$ cat src/rtl/seq_divider_pkg.sv
// Shared types and constants for the iterative restoring divider.
package seq_divider_pkg;

  typedef enum logic [1:0] {
    StIdle,
    StCalc,
    StDone
  } state_e;

  localparam int unsigned DefaultWidth = 16;

  // Divide-by-zero quotient (all ones); sliced to WIDTH, so WIDTH must not exceed 64.
  localparam logic [63:0] DbzQuotAll = '1;

endpackage

$ cat src/rtl/seq_divider_div_step.sv
// One restoring iteration: shift in the next dividend bit, trial-subtract the divisor.
module div_step #(
  parameter int unsigned WIDTH = 16
) (
  input  logic [WIDTH:0]   rem_in_i,
  input  logic             dvd_msb_i,
  input  logic [WIDTH-1:0] dvs_i,
  output logic [WIDTH:0]   rem_out_o,
  output logic             q_bit_o
);

  logic [WIDTH+1:0] rem_sh;
  logic [WIDTH+1:0] trial;

  always_comb begin
    rem_sh    = {rem_in_i, dvd_msb_i};
    trial     = rem_sh - {2'b00, dvs_i};
    q_bit_o   = ~trial[WIDTH+1];
    rem_out_o = q_bit_o ? trial[WIDTH:0] : rem_sh[WIDTH:0];
  end

endmodule

$ cat src/rtl/seq_divider.sv
// Iterative radix-2 restoring divider, signed/unsigned per transaction, valid/ready on both sides.
module seq_divider
  import seq_divider_pkg::*;
#(
  parameter int unsigned WIDTH = DefaultWidth
) (
  input  logic             clk,
  input  logic             rst_n,
  input  logic             in_valid_i,
  output logic             in_ready_o,
  input  logic             signed_mode_i,
  input  logic [WIDTH-1:0] dividend_i,
  input  logic [WIDTH-1:0] divisor_i,
  output logic             out_valid_o,
  input  logic             out_ready_i,
  output logic [WIDTH-1:0] quotient_o,
  output logic [WIDTH-1:0] remainder_o,
  output logic             div_by_zero_o
);

  localparam int unsigned CNT_W = $clog2(WIDTH + 1);

  state_e           state_q;
  logic [WIDTH:0]   rem_q;
  logic [WIDTH-1:0] dvd_q;
  logic [WIDTH-1:0] dvs_q;
  logic [CNT_W-1:0] cnt_q;
  logic             q_neg_q, r_neg_q, zdiv_q;
  logic             out_valid_q, dbz_q;
  logic [WIDTH-1:0] quotient_q, remainder_q;

  logic [WIDTH:0]   step_rem;
  logic             step_q_bit;
  logic             dvd_sign, dvs_sign;
  logic [WIDTH-1:0] dvd_mag, dvs_mag, q_fin, r_fin;

  div_step #(
    .WIDTH(WIDTH)
  ) u_div_step (
    .rem_in_i (rem_q),
    .dvd_msb_i(dvd_q[WIDTH-1]),
    .dvs_i    (dvs_q),
    .rem_out_o(step_rem),
    .q_bit_o  (step_q_bit)
  );

  always_comb begin
    dvd_sign = signed_mode_i & dividend_i[WIDTH-1];
    dvs_sign = signed_mode_i & divisor_i[WIDTH-1];
    dvd_mag  = dvd_sign ? -dividend_i : dividend_i;
    dvs_mag  = dvs_sign ? -divisor_i : divisor_i;
    q_fin    = q_neg_q ? -dvd_q : dvd_q;
    r_fin    = r_neg_q ? -rem_q[WIDTH-1:0] : rem_q[WIDTH-1:0];
  end

  always_ff @(posedge clk or negedge rst_n) begin
    if (!rst_n) begin
      state_q     <= StIdle;
      rem_q       <= '0;
      dvd_q       <= '0;
      dvs_q       <= '0;
      cnt_q       <= '0;
      q_neg_q     <= 1'b0;
      r_neg_q     <= 1'b0;
      zdiv_q      <= 1'b0;
      out_valid_q <= 1'b0;
      dbz_q       <= 1'b0;
      quotient_q  <= '0;
      remainder_q <= '0;
    end else begin
      unique case (state_q)
        StIdle: begin
          if (in_valid_i) begin
            dvs_q <= dvs_mag;
            if (divisor_i == '0) begin
              // Preload the final values and skip the iterations; only the finalise step runs.
              dvd_q   <= DbzQuotAll[WIDTH-1:0];
              rem_q   <= {1'b0, dividend_i};
              q_neg_q <= 1'b0;
              r_neg_q <= 1'b0;
              cnt_q   <= CNT_W'(WIDTH);
              zdiv_q  <= 1'b1;
            end else begin
              dvd_q   <= dvd_mag;
              rem_q   <= '0;
              q_neg_q <= dvd_sign ^ dvs_sign;
              r_neg_q <= dvd_sign;
              cnt_q   <= '0;
              zdiv_q  <= 1'b0;
            end
            state_q <= StCalc;
          end
        end
        StCalc: begin
          // WIDTH shift/subtract edges, then one edge to sign-correct and register the result.
          if (cnt_q == CNT_W'(WIDTH)) begin
            quotient_q  <= q_fin;
            remainder_q <= r_fin;
            dbz_q       <= zdiv_q;
            out_valid_q <= 1'b1;
            state_q     <= StDone;
          end else begin
            rem_q <= step_rem;
            dvd_q <= {dvd_q[WIDTH-2:0], step_q_bit};
            cnt_q <= cnt_q + 1'b1;
          end
        end
        StDone: begin
          if (out_ready_i) begin
            out_valid_q <= 1'b0;
            state_q     <= StIdle;
          end
        end
        default: state_q <= StIdle;
      endcase
    end
  end

  assign in_ready_o    = (state_q == StIdle);
  assign out_valid_o   = out_valid_q;
  assign quotient_o    = quotient_q;
  assign remainder_o   = remainder_q;
  assign div_by_zero_o = dbz_q;

endmodule

$ cat config.mk
export PLATFORM = sky130hd
export DESIGN_NAME = seq_divider
export DESIGN_NICKNAME = d
export VERILOG_FILES = /design/src/rtl/seq_divider_pkg.sv /design/src/rtl/seq_divider_div_step.sv /design/src/rtl/seq_divider.sv
export SDC_FILE = /design/constraint.sdc
export NUM_CORES = 1
export LEC_CHECK = 0
export CAP_MARGIN = 10
export CORE_ASPECT_RATIO = 1.2
export CORE_MARGIN = 1.5
export CORE_UTILIZATION = 30
export CTS_CLUSTER_SIZE = 16
export DETAILED_ROUTE_END_ITERATION = 16
export PLACE_DENSITY = 0.48
export SLEW_MARGIN = 20
export SYNTH_ARGS = -nofsm -noshare
export SYNTH_HDL_FRONTEND = slang
export SYNTH_HIERARCHICAL = 1
export SYNTH_SLANG_ARGS = --single-unit
$ cat constraint.sdc
create_clock -name clk -period 3.7 [get_ports clk]
set_clock_uncertainty 0.15 [all_clocks]
set_input_delay 1.11 -clock clk [delete_from_list [all_inputs] [get_ports clk]]
set_output_delay 1.11 -clock clk [all_outputs]
set_load 0.02 [all_outputs]
==> out/metrics.cfg, run 1 <==
[sta]
worstMarginPinSlew_ps = 804
setup_viol = 0
clock.fmax_mhz = 288
fin_crit_sh = 0.938
rsz0062_at_grt = false
hold_ws_ps = 326
finalHoldViolCount = 0
slew_violations = 0
worst_slew_margin_rel = 0.463
period_minus_slack_ps = 3470

[floorplanning]
io_pins = 72
die_height_microns = 160
die_area_sq_um = 21400
core_sq_um = 20200
start_util = 0.305
die_w_microns = 134
row_count = 57

[place]
dp.cells = 1046
gp_congestion = 0.974
hpwl_microns = 13500
portBuffers = 71

[worst_setup_path]
cp_max_fo = 12
critPathKind = primary input to flop
cp-start-kind = primary input
critPathRequiredTime_ps = 3780
cp.buffers_inverters = 3
r2r_setup_slack_ps = 400
endpoint_kind = flop
critical_path.cell_chain = clkdlybuf4s50_1 -> inv_1 -> ha_1 -> nor4b_1 -> nand3_1 -> o21ai_1 -> buf_4 -> nor2_1 -> a22o_1
crit_arrival_ps = 3550
cp_top_family = simple AND/OR/NAND/NOR gates
cpPeakStageDelay_ps = 500
slowest_stage = nor4b_1

[final_layout]
final_common_cell = nand2_1
final_util = 0.378
drive_gt1_frac = 0.107
areaGrowthSynthToFinish_pct = 23.8
n_fill_cell = 2058
nets = 856
stdcell_count = 1067
final_cell_mix = nand2_1, o21ai_0, dfrtp_1

[routing]
vias_per_cell = 5.06
firstDrtPassIters = 5
wl_microns = 17600
ant_nets = 0
dr.first_iter.drc_count = 249
drc = 0
vias = 5394
wl_per_cell_microns = 16.5

[clocking]
cts_buffer_depth = 2
holdBufCountCts = 0
numClockSinks = 93
cts_tree = built
post_cts_buffers = 0
cts_buffers = 9
htreeDepth = 3
worstSkewPairLatency_ps = 350
root_buffer = clkbuf_16
path_clk_slew_ps = 60
cts.repair.resized = 0

[pwr]
power_density_nw_per_um2 = 1060
ir_drop_uv = 338
power_mw = 8.10
total_leakage_power_nw = 3.13

[global_route]
groute.usage.overall = 0.170
grt_overflow = 0
grt_antenna_before_repair = 0
grt_pass1_vias = 5403
grt_max_degree = 68
grt_pass1_wl_microns = 28900

[synthesis]
yosysSeqAreaShare = 0.378
synth_ff_type = dfrtp_1
synthArstFlopShare = 1.00
synth_cells = 711
synth_cell_types = 67
synth.largest_area_cell = dfrtp_1
syn_nets = 771
ys_ff_latch = 93
yosys-top-cells-area = dfrtp_1, o21ai_0, nand2_1
synth_top_cell_area_share = 0.378
syn_area_sq_um = 6160
avgSynthCellArea_sq_um = 8.66
synth_edf_count = 0
yosysWarnings = 6

[min_path]
min_path_type = flop to flop

[outcome]
status = finished clean

[job]
cap_viol_max_count = 0

[stage by stage]
stage	instance area [sq um]	TNS, ps	setup slack, ps
floorplan	6160	0	662
global placement	7270	-53.2	-39.8
detailed placement	7270	-4610	-179
CTS	7570	0	189
global route	7620	0	94.5
finish	7620	0	229
[tightest hold or removal path: cells and delay by family, from the launching register on]
family             cells  cell delay (ps)
and+or+nand+nor        1               40
DFF                    1              340
AOI/OAI and AO/OA      1               60
[Yosys cell counts (6+ instances only)]
library cell and count:
o41ai_1 11, o21ai_1 6, nand3_1 10, ha_1 22, o22ai_1 8, inv_1 31, mux2_2 11, nor3_1 8
clkbuf_1 23, nor2_1 44, a21oi_1 40, nand2_1 118, xor2_1 42, o31ai_1 9, dfrtp_1 93, xnor2_1 28
nand2b_1 7, o21ai_0 97, nand4_1 6, a31oi_1 8
[final cells by class]
type | count | area (sq um) | area share
timing repair buffer | 106 | 996 | 0.131
inverter | 31 | 116 | 0.0153
antenna | 1 | 2.50 | 0.000328
clock inverter | 3 | 43.8 | 0.00575
multi-input combinational | 555 | 3540 | 0.465
clock buffer | 13 | 260 | 0.0341
sequential | 93 | 2330 | 0.305
tap | 265 | 332 | 0.0435
[registers in the layout, summed over array words and instances, names as in the netlist]
register and flops:
div_by_zero_o 1, dvd_q 16, out_valid_o 1, quotient_o 16, dvs_q 16, state_q 2
remainder_o 16, r_neg_q 1, q_neg_q 1, rem_q 17, cnt_q 5, zdiv_q 1
[cells by family (layout without fill, tap and decap cells)]
family,count (synthesis),count (layout),share of synthesized area
compound gates,210,210,0.207
xor+xnor,71,71,0.104
fa+ha+maj,23,23,0.0480
buf+inv,63,153,0.0474
flops,93,93,0.378
mux,19,19,0.0372
other cells,0,1,0
simple gates,232,232,0.178
[routing by layer]
| metal | global-route usage | vias up | share of wire |
|---|---|---|---|
| li1 | - | 2677 | - |
| met1 | 0.233 | 2545 | 0.47 |
| met2 | 0.274 | 145 | 0.46 |
| met3 | 0.0251 | 27 | 0.049 |
| met4 | 0.0563 | 0 | 0.024 |
| met5 | 0 | - | 0 |
[path summary, 6_finish.rpt]
check | from | end | cells after the start
worst min register to register | dvs_q[10]$_DFFE_PN0P_ | dvs_q[10]$_DFFE_PN0P_ | 2
worst min-delay path | dvs_q[10]$_DFFE_PN0P_ | dvs_q[10]$_DFFE_PN0P_ | 2
worst max register to register | rem_q[11]$_DFFE_PN0P_ | rem_q[12]$_DFFE_PN0P_ | 12
min in group asynchronous | rst_n | quotient_o[9]$_DFFE_PN0P_ | 1
max in group asynchronous | rst_n | dvd_q[0]$_DFFE_PN0P_ | 2
worst max-delay path | divisor_i[0] | r_neg_q$_DFFE_PN0P_ | 9
[where the power goes]
group / leakage, nW / internal, mW / switching (mW)
Clock: 0.150 / 0.562 / 0.398
Combinational: 1.84 / 2.35 / 2.76
Sequential: 1.15 / 1.52 / 0.513
Total: 3.13 / 4.43 / 3.67
No activity file was read; power rests on OpenSTA's default activity.
==> run 2: changes to the inputs <==
--- a/config.mk
+++ b/config.mk
@@ -7,7 +7,6 @@
 export LEC_CHECK = 0
 export CAP_MARGIN = 10
 export CORE_ASPECT_RATIO = 1.2
-export CORE_MARGIN = 1.5
 export CORE_UTILIZATION = 30
 export CTS_CLUSTER_SIZE = 16
 export DETAILED_ROUTE_END_ITERATION = 16
==> constraint.sdc (replaced) <==
create_clock -name clk -period 3.5 [get_ports clk]
set_clock_uncertainty 0.15 [all_clocks]
set_input_delay 1.05 -clock clk [delete_from_list [all_inputs] [get_ports clk]]
set_output_delay 1.05 -clock clk [all_outputs]
set_load 0.02 [all_outputs]
==> out/metrics.cfg, run 2 (synthesis results as in run 1) <==
[pwr]
power_density_nw_per_um2 = 1100  ; +3.6%
total_leakage_power_nw = 3.12  ; -0.36%
ir_drop_uv = 319  ; -5.9%
power_mw = 8.40  ; +3.7%

[floorplanning]
die_height_microns = 159  ; -0.63%
io_pins = 72  ; unchanged
die_area_sq_um = 21100  ; -1.4%
die_w_microns = 133  ; -0.75%
core_sq_um = 20200  ; unchanged
row_count = 57  ; unchanged
start_util = 0.305  ; unchanged

[sta]
worst_slew_margin_rel = 0.502  ; +0.0389
fin_crit_sh = 0.951
setup_slack_ps = 173  ; -55.9 ps
slew_violations = 0  ; unchanged
period_minus_slack_ps = 3330
finalHoldViolCount = 0  ; unchanged
worstMarginPinSlew_ps = 745  ; -58.2 ps
clock.fmax_mhz = 301
setup_tns_ps = 0  ; unchanged
rsz0062_at_grt = false
setup_viol = 0  ; unchanged
hold_ws_ps = 329  ; +3.08 ps

[clocking]
htreeDepth = 3  ; unchanged
root_buffer = clkbuf_16
cts_buffer_depth = 2  ; unchanged
numClockSinks = 93  ; unchanged
cts_buffers = 9  ; unchanged
cts.repair.resized = 0  ; unchanged
cts_tree = built
path_clk_slew_ps = 70  ; about the same
post_cts_buffers = 0  ; unchanged
worstSkewPairLatency_ps = 350  ; about the same
holdBufCountCts = 0  ; unchanged

[final_layout]
final_util = 0.378  ; about the same
fin_area_sq_um = 7630  ; about the same
diodes = 0  ; -1
regMostFlops = rem_q
largest_reg_flops = 17  ; unchanged
areaGrowthSynthToFinish_pct = 23.9  ; about the same
drive_gt1_frac = 0.114  ; +0.00706
n_fill_cell = 2037  ; -1.0%
final_cell_mix = nand2_1, o21ai_0, dfrtp_1
nets = 859  ; +0.35%
final_common_cell = nand2_1
stdcell_count = 1069  ; +0.19%

[place]
dp.cells = 1053  ; +0.67%
pre_cts_slack_ps = -200  ; -20.5 ps
hpwl_microns = 13800  ; +1.8%
gp_congestion = 0.901  ; -7.5%
portBuffers = 71  ; unchanged
placed_cell_area_sq_um = 7350  ; +1.1%

[worst_setup_path]
critPathKind = flop to flop
critPathRequiredTime_ps = 3570  ; -210 ps
crit_arrival_ps = 3400  ; -150 ps
cp_max_fo = 9  ; -3
cp-start-kind = flop
endpoint_kind = flop

[min_path]
min_path_type = flop to flop

[routing]
dr.first_iter.drc_count = 255  ; +2.4%
vias_per_cell = 5.03  ; -0.41%
wl_microns = 17600  ; about the same
vias = 5382  ; -0.22%
wl_per_cell_microns = 16.4  ; -0.12%
drc = 1  ; +1
ant_nets = 0  ; unchanged
firstDrtPassIters = 11  ; +6

[global_route]
grt_max_degree = 67  ; -1.5%
grt_overflow = 0  ; unchanged
grt_antenna_before_repair = 0  ; unchanged
groute.usage.overall = 0.172  ; +0.00205
grt_pass1_wl_microns = 28300  ; -1.9%
grt_pass1_vias = 5376  ; -0.50%

[outcome]
violations = design-rule violations
status = finished, violations left

[job]
cap_viol_max_count = 0  ; unchanged

==> run 2: cell types whose count changed in the layout (fill, tap and decap cells not counted), sizes merged <==
cell | previous run | this run
clkbuf | 13 | 9
buf | 36 | 39
clkinvlp | 0 | 3
bufinv | 1 | 0
clkinv | 2 | 3
diode | 1 | 0
inv | 31 | 32
==> run 2: worst max-delay path: stages (launching register included) <==
cell and delay [ps]:
dfrtp_1 420, ha_1 470, nand4_1 210, or4_1 480
a31oi_2 250, nor3_4 90, xnor2_4 310, buf_12 180
mux2_2 330, o21ai_0 200, a21oi_1 100
==> run 2: final timing paths <==
path                                  startpoint                   endpoint  slack [ps]  cells past startpoint
min reg2reg                dvs_q[10]$_DFFE_PN0P_      dvs_q[10]$_DFFE_PN0P_         330                      2
min                        dvs_q[10]$_DFFE_PN0P_      dvs_q[10]$_DFFE_PN0P_         330                      2
max reg2reg                rem_q[11]$_DFFE_PN0P_       rem_q[3]$_DFFE_PN0P_         170                     10
max                        rem_q[11]$_DFFE_PN0P_       rem_q[3]$_DFFE_PN0P_         170                     10
max in group asynchronous                  rst_n      dvd_q[15]$_DFFE_PN0P_        1960                      2
min in group asynchronous                  rst_n  quotient_o[9]$_DFFE_PN0P_         550                      1
==> run 2: per-layer routing <==
metal  wire (microns)  GRT usage  part of all wire
met4              601     0.0846             0.034
met1             7970      0.224              0.45
met5                0          0                 0
met3              691     0.0217             0.039
met2             8300      0.282              0.47
==> run 2: cell type report <==
type                    count  area, sq um  area share
multi-input cells         555         3540       0.465
clock buffers               9          225      0.0295
flip-flops and latches     93         2330       0.305
inverters                  31          116      0.0153
well taps                 265          332      0.0435
repair buffers            109         1030       0.135
clock inverters             7         50.0     0.00656
==> run 2: power breakdown <==
part / internal, mW / switching (mW) / leakage [nW] / total [mW]
Sequential: 1.61 / 0.539 / 1.15 / 2.14
Combinational: 2.45 / 2.88 / 1.85 / 5.33
Clock: 0.483 / 0.441 / 0.128 / 0.924
Total: 4.54 / 3.86 / 3.12 / 8.40
